[config.mk]
export PLATFORM = sky130hd
export DESIGN_NAME = multicycle_control_flat
export DESIGN_NICKNAME = d
export VERILOG_FILES = /design/src/rtl/multicycle_control_if.sv /design/src/rtl/multicycle_control.sv /design/src/flat_wrapper.sv
export SDC_FILE = /design/constraint.sdc
export NUM_CORES = 1
export LEC_CHECK = 0
export ABC_CLOCK_PERIOD_IN_PS = 3000
export CAP_MARGIN = 40
export CORE_MARGIN = 4
export CORE_UTILIZATION = 39
export CTS_CLUSTER_SIZE = 24
export DETAILED_ROUTE_END_ITERATION = 10
export HOLD_SLACK_MARGIN = 0.08
export PLACE_DENSITY = 0.84
export SYNTH_ARGS = -nofsm -noshare
export SYNTH_HDL_FRONTEND = slang
export SYNTH_SLANG_ARGS = --single-unit
[constraint.sdc]
create_clock -name clk -period 3 [get_ports clk]
set_input_delay 0.6 -clock clk [delete_from_list [all_inputs] [get_ports clk]]
set_output_delay 0.6 -clock clk [all_outputs]
set_load 0.02 [all_outputs]
[src/rtl/multicycle_control_if.sv]
// Control/status bundle between the multi-cycle controller and its datapath.
// The master side is the controller; the slave side is the datapath.
interface multicycle_control_if #(
  parameter int unsigned OPCODE_W = 6,
  parameter int unsigned ALUOP_W  = 2
);
  logic [OPCODE_W-1:0] opcode;
  logic [5:0]          funct;
  logic                zero;
  logic                mem_ready;
  logic                pc_write;
  logic                pc_write_cond;
  logic                iord;
  logic                mem_read;
  logic                mem_write;
  logic                ir_write;
  logic                mem_to_reg;
  logic                reg_dst;
  logic                reg_write;
  logic                link;
  logic                alu_src_a;
  logic [1:0]          alu_src_b;
  logic [ALUOP_W-1:0]  alu_op;
  logic [1:0]          pc_source;
  logic                illegal;
  logic                instr_done;
  logic [3:0]          state_o;

  modport master (
    input  opcode, funct, zero, mem_ready,
    output pc_write, pc_write_cond, iord, mem_read, mem_write, ir_write, mem_to_reg,
           reg_dst, reg_write, link, alu_src_a, alu_src_b, alu_op, pc_source, illegal,
           instr_done, state_o
  );

  modport slave (
    output opcode, funct, zero, mem_ready,
    input  pc_write, pc_write_cond, iord, mem_read, mem_write, ir_write, mem_to_reg,
           reg_dst, reg_write, link, alu_src_a, alu_src_b, alu_op, pc_source, illegal,
           instr_done, state_o
  );
endinterface

[src/rtl/multicycle_control.sv]
// Multi-cycle MIPS control FSM with memory wait states, immediate ALU ops, J/JAL/JR,
// illegal-opcode detection and a per-instruction retire pulse.
module multicycle_control #(
  parameter int unsigned OPCODE_W    = 6,
  parameter int unsigned ALUOP_W     = 2,
  parameter bit          MEM_WAIT_EN = 1'b1,
  parameter bit          IMM_EN      = 1'b1
) (
  input logic                 clk,
  input logic                 reset,
  multicycle_control_if.master bus
);
  typedef enum logic [3:0] {
    StFetch  = 4'd0,
    StDecode = 4'd1,
    StMemAdr = 4'd2,
    StMemRd  = 4'd3,
    StMemWb  = 4'd4,
    StMemWr  = 4'd5,
    StExec   = 4'd6,
    StRwb    = 4'd7,
    StBranch = 4'd8,
    StJump   = 4'd9,
    StImmEx  = 4'd10,
    StImmWb  = 4'd11,
    StJr     = 4'd12
  } state_e;

  localparam logic [OPCODE_W-1:0] OpRType = OPCODE_W'(6'b000000);
  localparam logic [OPCODE_W-1:0] OpLw    = OPCODE_W'(6'b100011);
  localparam logic [OPCODE_W-1:0] OpSw    = OPCODE_W'(6'b101011);
  localparam logic [OPCODE_W-1:0] OpBeq   = OPCODE_W'(6'b000100);
  localparam logic [OPCODE_W-1:0] OpJ     = OPCODE_W'(6'b000010);
  localparam logic [OPCODE_W-1:0] OpJal   = OPCODE_W'(6'b000011);
  localparam logic [OPCODE_W-1:0] OpAddi  = OPCODE_W'(6'b001000);
  localparam logic [OPCODE_W-1:0] OpAndi  = OPCODE_W'(6'b001100);
  localparam logic [OPCODE_W-1:0] OpOri   = OPCODE_W'(6'b001101);
  localparam logic [5:0]          FnJr    = 6'b001000;

  state_e state_q, state_d;
  logic   ready;
  logic   pw, pwc, iord, mr, mw, irw, m2r, rd, rw, lk, asa, ill, dn;
  logic [1:0] asb, aop, psrc;

  // The datapath ANDs zero with pc_write_cond itself.
  logic unused_zero;
  assign unused_zero = bus.zero;

  assign ready = MEM_WAIT_EN ? bus.mem_ready : 1'b1;

  always_comb begin
    state_d = StFetch;
    pw = 1'b0; pwc = 1'b0; iord = 1'b0; mr = 1'b0; mw = 1'b0; irw = 1'b0; m2r = 1'b0;
    rd = 1'b0; rw = 1'b0; lk = 1'b0; asa = 1'b0; ill = 1'b0; dn = 1'b0;
    asb = 2'b00; aop = 2'b00; psrc = 2'b00;
    case (state_q)
      StFetch: begin
        mr  = 1'b1;
        asb = 2'b01;
        if (ready) begin
          irw     = 1'b1;
          pw      = 1'b1;
          state_d = StDecode;
        end else begin
          state_d = StFetch;
        end
      end
      StDecode: begin
        asb = 2'b11;
        if (bus.opcode == OpLw || bus.opcode == OpSw) begin
          state_d = StMemAdr;
        end else if (bus.opcode == OpRType) begin
          state_d = (bus.funct == FnJr) ? StJr : StExec;
        end else if (bus.opcode == OpBeq) begin
          state_d = StBranch;
        end else if (bus.opcode == OpJ || bus.opcode == OpJal) begin
          state_d = StJump;
        end else if (IMM_EN && (bus.opcode == OpAddi || bus.opcode == OpAndi ||
                                bus.opcode == OpOri)) begin
          state_d = StImmEx;
        end else begin
          ill = 1'b1;
        end
      end
      StMemAdr: begin
        asa     = 1'b1;
        asb     = 2'b10;
        state_d = (bus.opcode == OpSw) ? StMemWr : StMemRd;
      end
      StMemRd: begin
        mr      = 1'b1;
        iord    = 1'b1;
        state_d = ready ? StMemWb : StMemRd;
      end
      StMemWb: begin
        rw  = 1'b1;
        m2r = 1'b1;
        dn  = 1'b1;
      end
      StMemWr: begin
        mw      = 1'b1;
        iord    = 1'b1;
        dn      = ready;
        state_d = ready ? StFetch : StMemWr;
      end
      StExec: begin
        asa     = 1'b1;
        aop     = 2'b10;
        state_d = StRwb;
      end
      StRwb: begin
        rw = 1'b1;
        rd = 1'b1;
        dn = 1'b1;
      end
      StBranch: begin
        asa  = 1'b1;
        aop  = 2'b01;
        pwc  = 1'b1;
        psrc = 2'b01;
        dn   = 1'b1;
      end
      StJump: begin
        pw   = 1'b1;
        psrc = 2'b10;
        dn   = 1'b1;
        if (bus.opcode == OpJal) begin
          rw = 1'b1;
          lk = 1'b1;
        end
      end
      StImmEx: begin
        asa     = 1'b1;
        asb     = 2'b10;
        aop     = (bus.opcode == OpAddi) ? 2'b00 : 2'b11;
        state_d = StImmWb;
      end
      StImmWb: begin
        rw = 1'b1;
        dn = 1'b1;
      end
      StJr: begin
        pw   = 1'b1;
        psrc = 2'b11;
        dn   = 1'b1;
      end
      default: state_d = StFetch;
    endcase
  end

  always_ff @(posedge clk) begin
    if (reset) begin
      state_q <= StFetch;
    end else begin
      state_q <= state_d;
    end
  end

  // Every output is forced low while reset is held, so an abandoned instruction writes nothing.
  assign bus.pc_write      = pw   & ~reset;
  assign bus.pc_write_cond = pwc  & ~reset;
  assign bus.iord          = iord & ~reset;
  assign bus.mem_read      = mr   & ~reset;
  assign bus.mem_write     = mw   & ~reset;
  assign bus.ir_write      = irw  & ~reset;
  assign bus.mem_to_reg    = m2r  & ~reset;
  assign bus.reg_dst       = rd   & ~reset;
  assign bus.reg_write     = rw   & ~reset;
  assign bus.link          = lk   & ~reset;
  assign bus.alu_src_a     = asa  & ~reset;
  assign bus.illegal       = ill  & ~reset;
  assign bus.instr_done    = dn   & ~reset;
  assign bus.alu_src_b     = asb  & {2{~reset}};
  assign bus.pc_source     = psrc & {2{~reset}};
  assign bus.alu_op        = ALUOP_W'(aop) & {ALUOP_W{~reset}};
  assign bus.state_o       = state_q & {4{~reset}};
endmodule

[src/flat_wrapper.sv]
// flat-port wrapper written by rule: the top's interface ports become plain ports
module multicycle_control_flat 
#(
  parameter int unsigned OPCODE_W    = 6,
  parameter int unsigned ALUOP_W     = 2,
  parameter bit          MEM_WAIT_EN = 1'b1,
  parameter bit          IMM_EN      = 1'b1
)
  (clk, reset, bus_opcode, bus_funct, bus_zero, bus_mem_ready, bus_pc_write, bus_pc_write_cond, bus_iord, bus_mem_read, bus_mem_write, bus_ir_write, bus_mem_to_reg, bus_reg_dst, bus_reg_write, bus_link, bus_alu_src_a, bus_alu_src_b, bus_alu_op, bus_pc_source, bus_illegal, bus_instr_done, bus_state_o);
  multicycle_control_if #(.OPCODE_W(OPCODE_W), .ALUOP_W(ALUOP_W)) bus_i ();
  input logic clk;
  input logic reset;
  input wire logic [$bits(bus_i.opcode)-1:0] bus_opcode;
  input wire logic [$bits(bus_i.funct)-1:0] bus_funct;
  input wire logic [$bits(bus_i.zero)-1:0] bus_zero;
  input wire logic [$bits(bus_i.mem_ready)-1:0] bus_mem_ready;
  output wire logic [$bits(bus_i.pc_write)-1:0] bus_pc_write;
  output wire logic [$bits(bus_i.pc_write_cond)-1:0] bus_pc_write_cond;
  output wire logic [$bits(bus_i.iord)-1:0] bus_iord;
  output wire logic [$bits(bus_i.mem_read)-1:0] bus_mem_read;
  output wire logic [$bits(bus_i.mem_write)-1:0] bus_mem_write;
  output wire logic [$bits(bus_i.ir_write)-1:0] bus_ir_write;
  output wire logic [$bits(bus_i.mem_to_reg)-1:0] bus_mem_to_reg;
  output wire logic [$bits(bus_i.reg_dst)-1:0] bus_reg_dst;
  output wire logic [$bits(bus_i.reg_write)-1:0] bus_reg_write;
  output wire logic [$bits(bus_i.link)-1:0] bus_link;
  output wire logic [$bits(bus_i.alu_src_a)-1:0] bus_alu_src_a;
  output wire logic [$bits(bus_i.alu_src_b)-1:0] bus_alu_src_b;
  output wire logic [$bits(bus_i.alu_op)-1:0] bus_alu_op;
  output wire logic [$bits(bus_i.pc_source)-1:0] bus_pc_source;
  output wire logic [$bits(bus_i.illegal)-1:0] bus_illegal;
  output wire logic [$bits(bus_i.instr_done)-1:0] bus_instr_done;
  output wire logic [$bits(bus_i.state_o)-1:0] bus_state_o;
  assign bus_i.opcode = bus_opcode;
  assign bus_i.funct = bus_funct;
  assign bus_i.zero = bus_zero;
  assign bus_i.mem_ready = bus_mem_ready;
  assign bus_pc_write = bus_i.pc_write;
  assign bus_pc_write_cond = bus_i.pc_write_cond;
  assign bus_iord = bus_i.iord;
  assign bus_mem_read = bus_i.mem_read;
  assign bus_mem_write = bus_i.mem_write;
  assign bus_ir_write = bus_i.ir_write;
  assign bus_mem_to_reg = bus_i.mem_to_reg;
  assign bus_reg_dst = bus_i.reg_dst;
  assign bus_reg_write = bus_i.reg_write;
  assign bus_link = bus_i.link;
  assign bus_alu_src_a = bus_i.alu_src_a;
  assign bus_alu_src_b = bus_i.alu_src_b;
  assign bus_alu_op = bus_i.alu_op;
  assign bus_pc_source = bus_i.pc_source;
  assign bus_illegal = bus_i.illegal;
  assign bus_instr_done = bus_i.instr_done;
  assign bus_state_o = bus_i.state_o;
  multicycle_control #(.OPCODE_W(OPCODE_W), .ALUOP_W(ALUOP_W), .MEM_WAIT_EN(MEM_WAIT_EN), .IMM_EN(IMM_EN)) u_core (.clk(clk), .reset(reset), .bus(bus_i));
endmodule
### Word level (Yosys, flattened, before mapping)

Index checks and enable logic that the tools add are counted.

| storage, ports and cells | value |
|---|---|
| flip-flop bits (word level) | 4 |
| bits of input ports | 16 |
| output and inout port bits | 23 |
| word-level logic and storage cells | 88 |

| operators by class | value |
|---|---|
| equality and inequality tests | 21 |
| mux-type cells | 35 |
| bitwise logic cells | 18 |
| reductions and logical operators | 13 |

Operators with widths:

| operator | number |
|---|---|
| case mux 4 bit (7 select lines) | 1 |
| == test 6 x 4 -> 1 bit, second input constant | 4 |
| 2-to-1 mux 4 bit | 6 |
| == test 4 bit, second input constant | 5 |
| 2-to-1 mux 1 bit | 18 |
| case mux 2 bit (3 select lines) | 3 |
| == test 4 x 3 -> 1 bit, second input constant | 4 |
| bitwise AND 1 bit | 13 |
| == test 6 x 2 -> 1 bit, second input constant | 2 |
| == test 6 bit, second input constant | 2 |
| 2-to-1 mux 3 bit | 3 |
| == test 4 x 2 -> 1 bit, second input constant | 2 |
| OR reduction 2 bit | 4 |
| bitwise AND 2 bit | 3 |
| == test 6 x 3 -> 1 bit, second input constant | 1 |
| logical NOT 6 bit | 1 |
| case mux 1 bit (2 select lines) | 3 |
| OR reduction 6 bit | 1 |
| bitwise AND 4 bit | 1 |
| == test 4 x 1 -> 1 bit, second input constant | 1 |
| logical NOT 4 bit | 1 |
| logical OR 1 bit | 4 |
| OR reduction 4 bit | 1 |
| OR reduction 3 bit | 1 |
| other kinds (2) | 2 |

### Depth between registers and ports, before layout

| depth | value |
|---|---|
| depth after elaboration | 10 |
| depth in mapped cells | 5 |
| mapped depth without buffers | 4 |

### Worst setup path after synthesis

OpenSTA, ideal clock, no wires.

| timing | value |
|---|---|
| path type | input to output |
| start point | input port bus_opcode[4] |
| end point | output port bus_reg_write |
| data arrival time | 2.276 ns |
| required time | 2.400 ns |
| path slack | 0.124 ns |
| cell stages on the path | 4 |
| path buffers | 0 |
| path through | or3b_2 nor2_1 nor4b_1 o21bai_1 |

| between the ends | value |
|---|---|
| cells in the longest elaborated chain, start to end | 4 |

Ends and longest elaborated chain:

| element | RTL line | text |
|---|---|---|
| from (decl) | flat_wrapper.sv:13 | `input wire logic [$bits(bus_i.opcode)-1:0] bus_opcode;` |
| == test 6 x 2 -> 1 bit | multicycle_control.sv:127 | `if (bus.opcode == OpJal) begin` |
| 2-to-1 mux 1 bit | multicycle_control.sv:127 |  |
| case mux 1 bit (2 select lines) | multicycle_control.sv:56 | `case (state_q)` |
| bitwise AND 1 bit | multicycle_control.sv:168 | `assign bus.reg_write = rw & ~reset;` |
| to (decl) | flat_wrapper.sv:25 | `output wire logic [$bits(bus_i.reg_write)-1:0] bus_reg_write;` |

Every way passes these cells.

### Worst setup path after layout

| timing | value |
|---|---|
| start point | input port reset |
| end point | output port bus_pc_source[0] |

| between the ends | value |
|---|---|
| cells in the longest elaborated chain, start to end | 2 |

Ends and longest elaborated chain:

| element | RTL line | text |
|---|---|---|
| from (decl) | flat_wrapper.sv:12 | `input logic reset;` |
| NOT 1 bit | multicycle_control.sv:174 | `assign bus.pc_source = psrc & {2{~reset}};` |
| bitwise AND 2 bit | multicycle_control.sv:174 |  |
| to (decl) | flat_wrapper.sv:30 | `output wire logic [$bits(bus_i.pc_source)-1:0] bus_pc_source;` |

Every way passes these cells.

==> key figures <==
Synthesis
  • Share of synthesized cell area in and, or, nand and nor gates: 45.3%
  • EDFF count, synth: 0
  • Proportion of synthesized chip area in sequential cells: 12.7%
  • Post-synthesis instance total: about 100
  • Main combinational cell family by area after synthesis: simple AND/OR/NAND/NOR gates
  • Number of synthesis warnings: 0
  • Portion of synthesized cell area occupied by the leading cell type: 12.7%
  • Multiplexer fraction of the synthesized cell area: 0%
  • Post-synthesis cell type with the largest combined area: dfxtp_1
  • Area of the mapped netlist: between 600 and 700 µm²
  • Ys flop type: dfxtp_1
  • Adder-cell share of the synthesized area: 0%
  • Synth area leaders: dfxtp_1, nor4_1, nor3_1, nand2b_1, nor2_1
  • Count of different cell masters after synthesis: 35
  • Net Count, Synth: about 110
  • Async SR Flop Fraction: 0%
  • Post-synthesis xor/xnor area fraction: between 4 and 5%
  • Avg Inst Size Synth: approximately 6.4 µm²
  • Register bit count reported by yosys: 4
  • Area fraction in compound gates after synthesis: a little under 30%

STA
  • Peak clock frequency supported by timing: between 300 and 400 MHz
  • Worst-case headroom to the max-slew limit: 58.3%
  • Time the final worst path needs with I/O delays and setup: 2.94 ns
  • Final worst-path cycle share: a little over nine tenths
  • Final total negative setup slack: 0 ns
  • Unrepaired setup endpoints after global routing: no
  • Final-report max-slew violation count: 0
  • Setup Skew: roughly 0.0067 ns
  • Final hold slack: about 0.73 ns
  • Hold Vio Cnt, Final: 0
  • Transition at the pin with the smallest max-transition slack: around 0.62 ns
  • Number of setup violations in the final report: 0

Clock tree
  • TritonCTS clock tree: built
  • Clock Pin Slew Worst Setup and Hold Paths: about 0.04 ns
  • Clock latency on the worst-skew pair: approximately 0.25 ns
  • H-Tree Level Count: 1
  • Number of buffers on the longest clock path: 2
  • Library cell used as clock root buffer: clkbuf_4
  • CTS sink count: 4
  • Total CTS buffers: 3

Setup path
  • Buf+Inv Stages, Crit Path: 4
  • CP Data Arrival Time: 2.34 ns
  • Category of the worst setup path launch point: input pin
  • Class of the most critical setup path: in -> out
  • Maximum fanout along the worst path: 18
  • Largest stage delay on the critical path: between 0.6 and 0.7 ns
  • List of cells traversed by the critical path: clkdlybuf4s50_1, buf_4, nand2b_1, buf_4, nor3_1, clkdlybuf4s50_1
  • CP max stage cell: clkdlybuf4s50_1
  • Type of element capturing the critical path: output port
  • Data required, critical path: 2.40 ns
  • Top cell family by delay on the critical path: buffers and inverters

Power and ir drop
  • LEAKAGE: 0.486 nW
  • Cell area power density: around 190 nW/µm²
  • VDD IR-drop max: between 0.2 and 0.3 mV

Status
  • Run status: complete, no violations

Detailed routing
  • Detailed Route WL: 2470 µm
  • DR iter-0 viols: 36
  • Routed wire per std cell: roughly 15 µm
  • Residual DRC: 0
  • Overall via count from detail_route: 984
  • ANT nets after route: 0
  • Via/cell ratio: 5.86
  • Number of iterations in the first detailed-routing pass: 4

Layout
  • Commonest non-fill, non-tap cell in the layout: clkdlybuf4s50_1
  • Net total in the final layout: 170
  • Registers with the most flip-flops: u_core.state_q: 4 flops
  • Fill cell total of the finished layout: 110
  • Commonest non-fill, non-tap cells in the layout: clkdlybuf4s50_1, buf_4, nor2_1
  • Top reg by flops: u_core.state_q
  • Number of flip-flops under the largest register name: 4
  • Antenna diode instance count: 0
  • Filler-free cell count of the finished design: ~170
  • Layout overhead on the synthesized area: 90.7%
  • Share of cells above drive strength 1: a little under a quarter

GRT
  • Global-route wire length before repair: roughly 4000 µm
  • Via count of the first global-routing pass: roughly 900
  • Total gr overflow: 0
  • Global-route usage over all layers: 24.2%
  • Pin count of the biggest net entering global routing: 21
  • Number of antenna violations at the first check in global routing: 0

Floorplan
  • Overall die width: about 48 µm
  • Core Rows: 14
  • Area enclosed by the die boundary: about 2300 µm²
  • Count of pins on the block boundary: 39
  • Initial core utilization: roughly two fifths
  • Height of the die: a little under 50 µm
  • Core region area: 1520 µm²

Place
  • Number of buffers added on ports: 37
  • Number of instances in the placed design: ~160
  • DPL Wire Length: between 1500 and 2000 µm
  • Gp weighted congestion: roughly 0.85

Worst hold path
  • Class of the tightest hold or removal check: reg -> reg

Job
  • MaxCap Viol Count: 0
## worst paths after layout
path,startpoint,endpoint,slack (ns),depth (start not counted)
worst max-delay path,reset,bus_pc_source[0],0.06,6
worst min register to register,u_core.state_q[2],u_core.state_q[2],0.73,3
worst min-delay path,u_core.state_q[2],u_core.state_q[2],0.73,3
worst max register to register,u_core.state_q[1],u_core.state_q[3],1.20,5
## synthesized netlist by cell type (2+ instances only)
master,count
nor2_1,10
clkbuf_1,8
nor3_1,8
nor4_1,7
inv_1,6
nand2_1,6
nand2b_1,6
o21ai_0,5
dfxtp_1,4
a211oi_1,3
a21oi_1,3
a2111oi_0,2
a31oi_1,2
nand3_1,2
nor3b_1,2
nor4b_1,2
o31ai_1,2
or2_2,2
xnor2_1,2
## stage by stage
stage               instance area [µm²]  power [W]  utilization, %  setup slack (ns)
floorplan                           632  0.0000963               -             0.124
global placement                   1150   0.000152            75.5            -0.317
detailed placement                 1150   0.000155            75.5            -0.416
CTS                                1190   0.000233            78.4           0.00658
global route                       1200   0.000245            79.1            0.0124
finish                             1200   0.000230            79.1            0.0637
## kinds of logic after synthesis
kind of cell / count (synthesis)
and+or+nand+nor: 51
buffers and inverters: 14
AOI/OAI and AO/OA: 26
DFF: 4
xor gates and xnor gates: 3
## tightest hold or removal path, stage by stage, from the launching register on
cell	delay (ns)
dfxtp_1	0.41
o22ai_1	0.15
a32oi_1	0.07
o41ai_1	0.07
## layer usage
metal / up-vias / part of all wire (%) / global-route usage (%)
li1: 485 / - / -
met1: 454 / 41 / 30.3
met2: 40 / 49 / 39.3
met3: 5 / 7.5 / 4.80
met4: 0 / 2.5 / 11.8
met5: - / 0 / 0
## timing repair
item,CTS,global route
setup buffers,0,1
endpoints found under the setup margin,6,3
endpoints found under the hold margin,0,0
resized for setup,13,5
hold buffers,0,0
## where the power goes
group | switching (W) | leakage [nW] | internal [W]
Clock | 0.0000273 | 0.0138 | 0.0000451
Combinational | 0.0000451 | 0.439 | 0.0000527
Sequential | 0.00000495 | 0.0325 | 0.0000549
## final cells by class
cell class	instances	area, µm²	area share [%]
sequential	4	80.1	6.65
inverter	6	22.5	1.87
clock buffer	3	22.5	1.87
tap	16	20.0	1.66
multi-input combinational	80	536	44.4
timing repair buffer	59	524	43.5
Power figures use the tool's default switching activity.
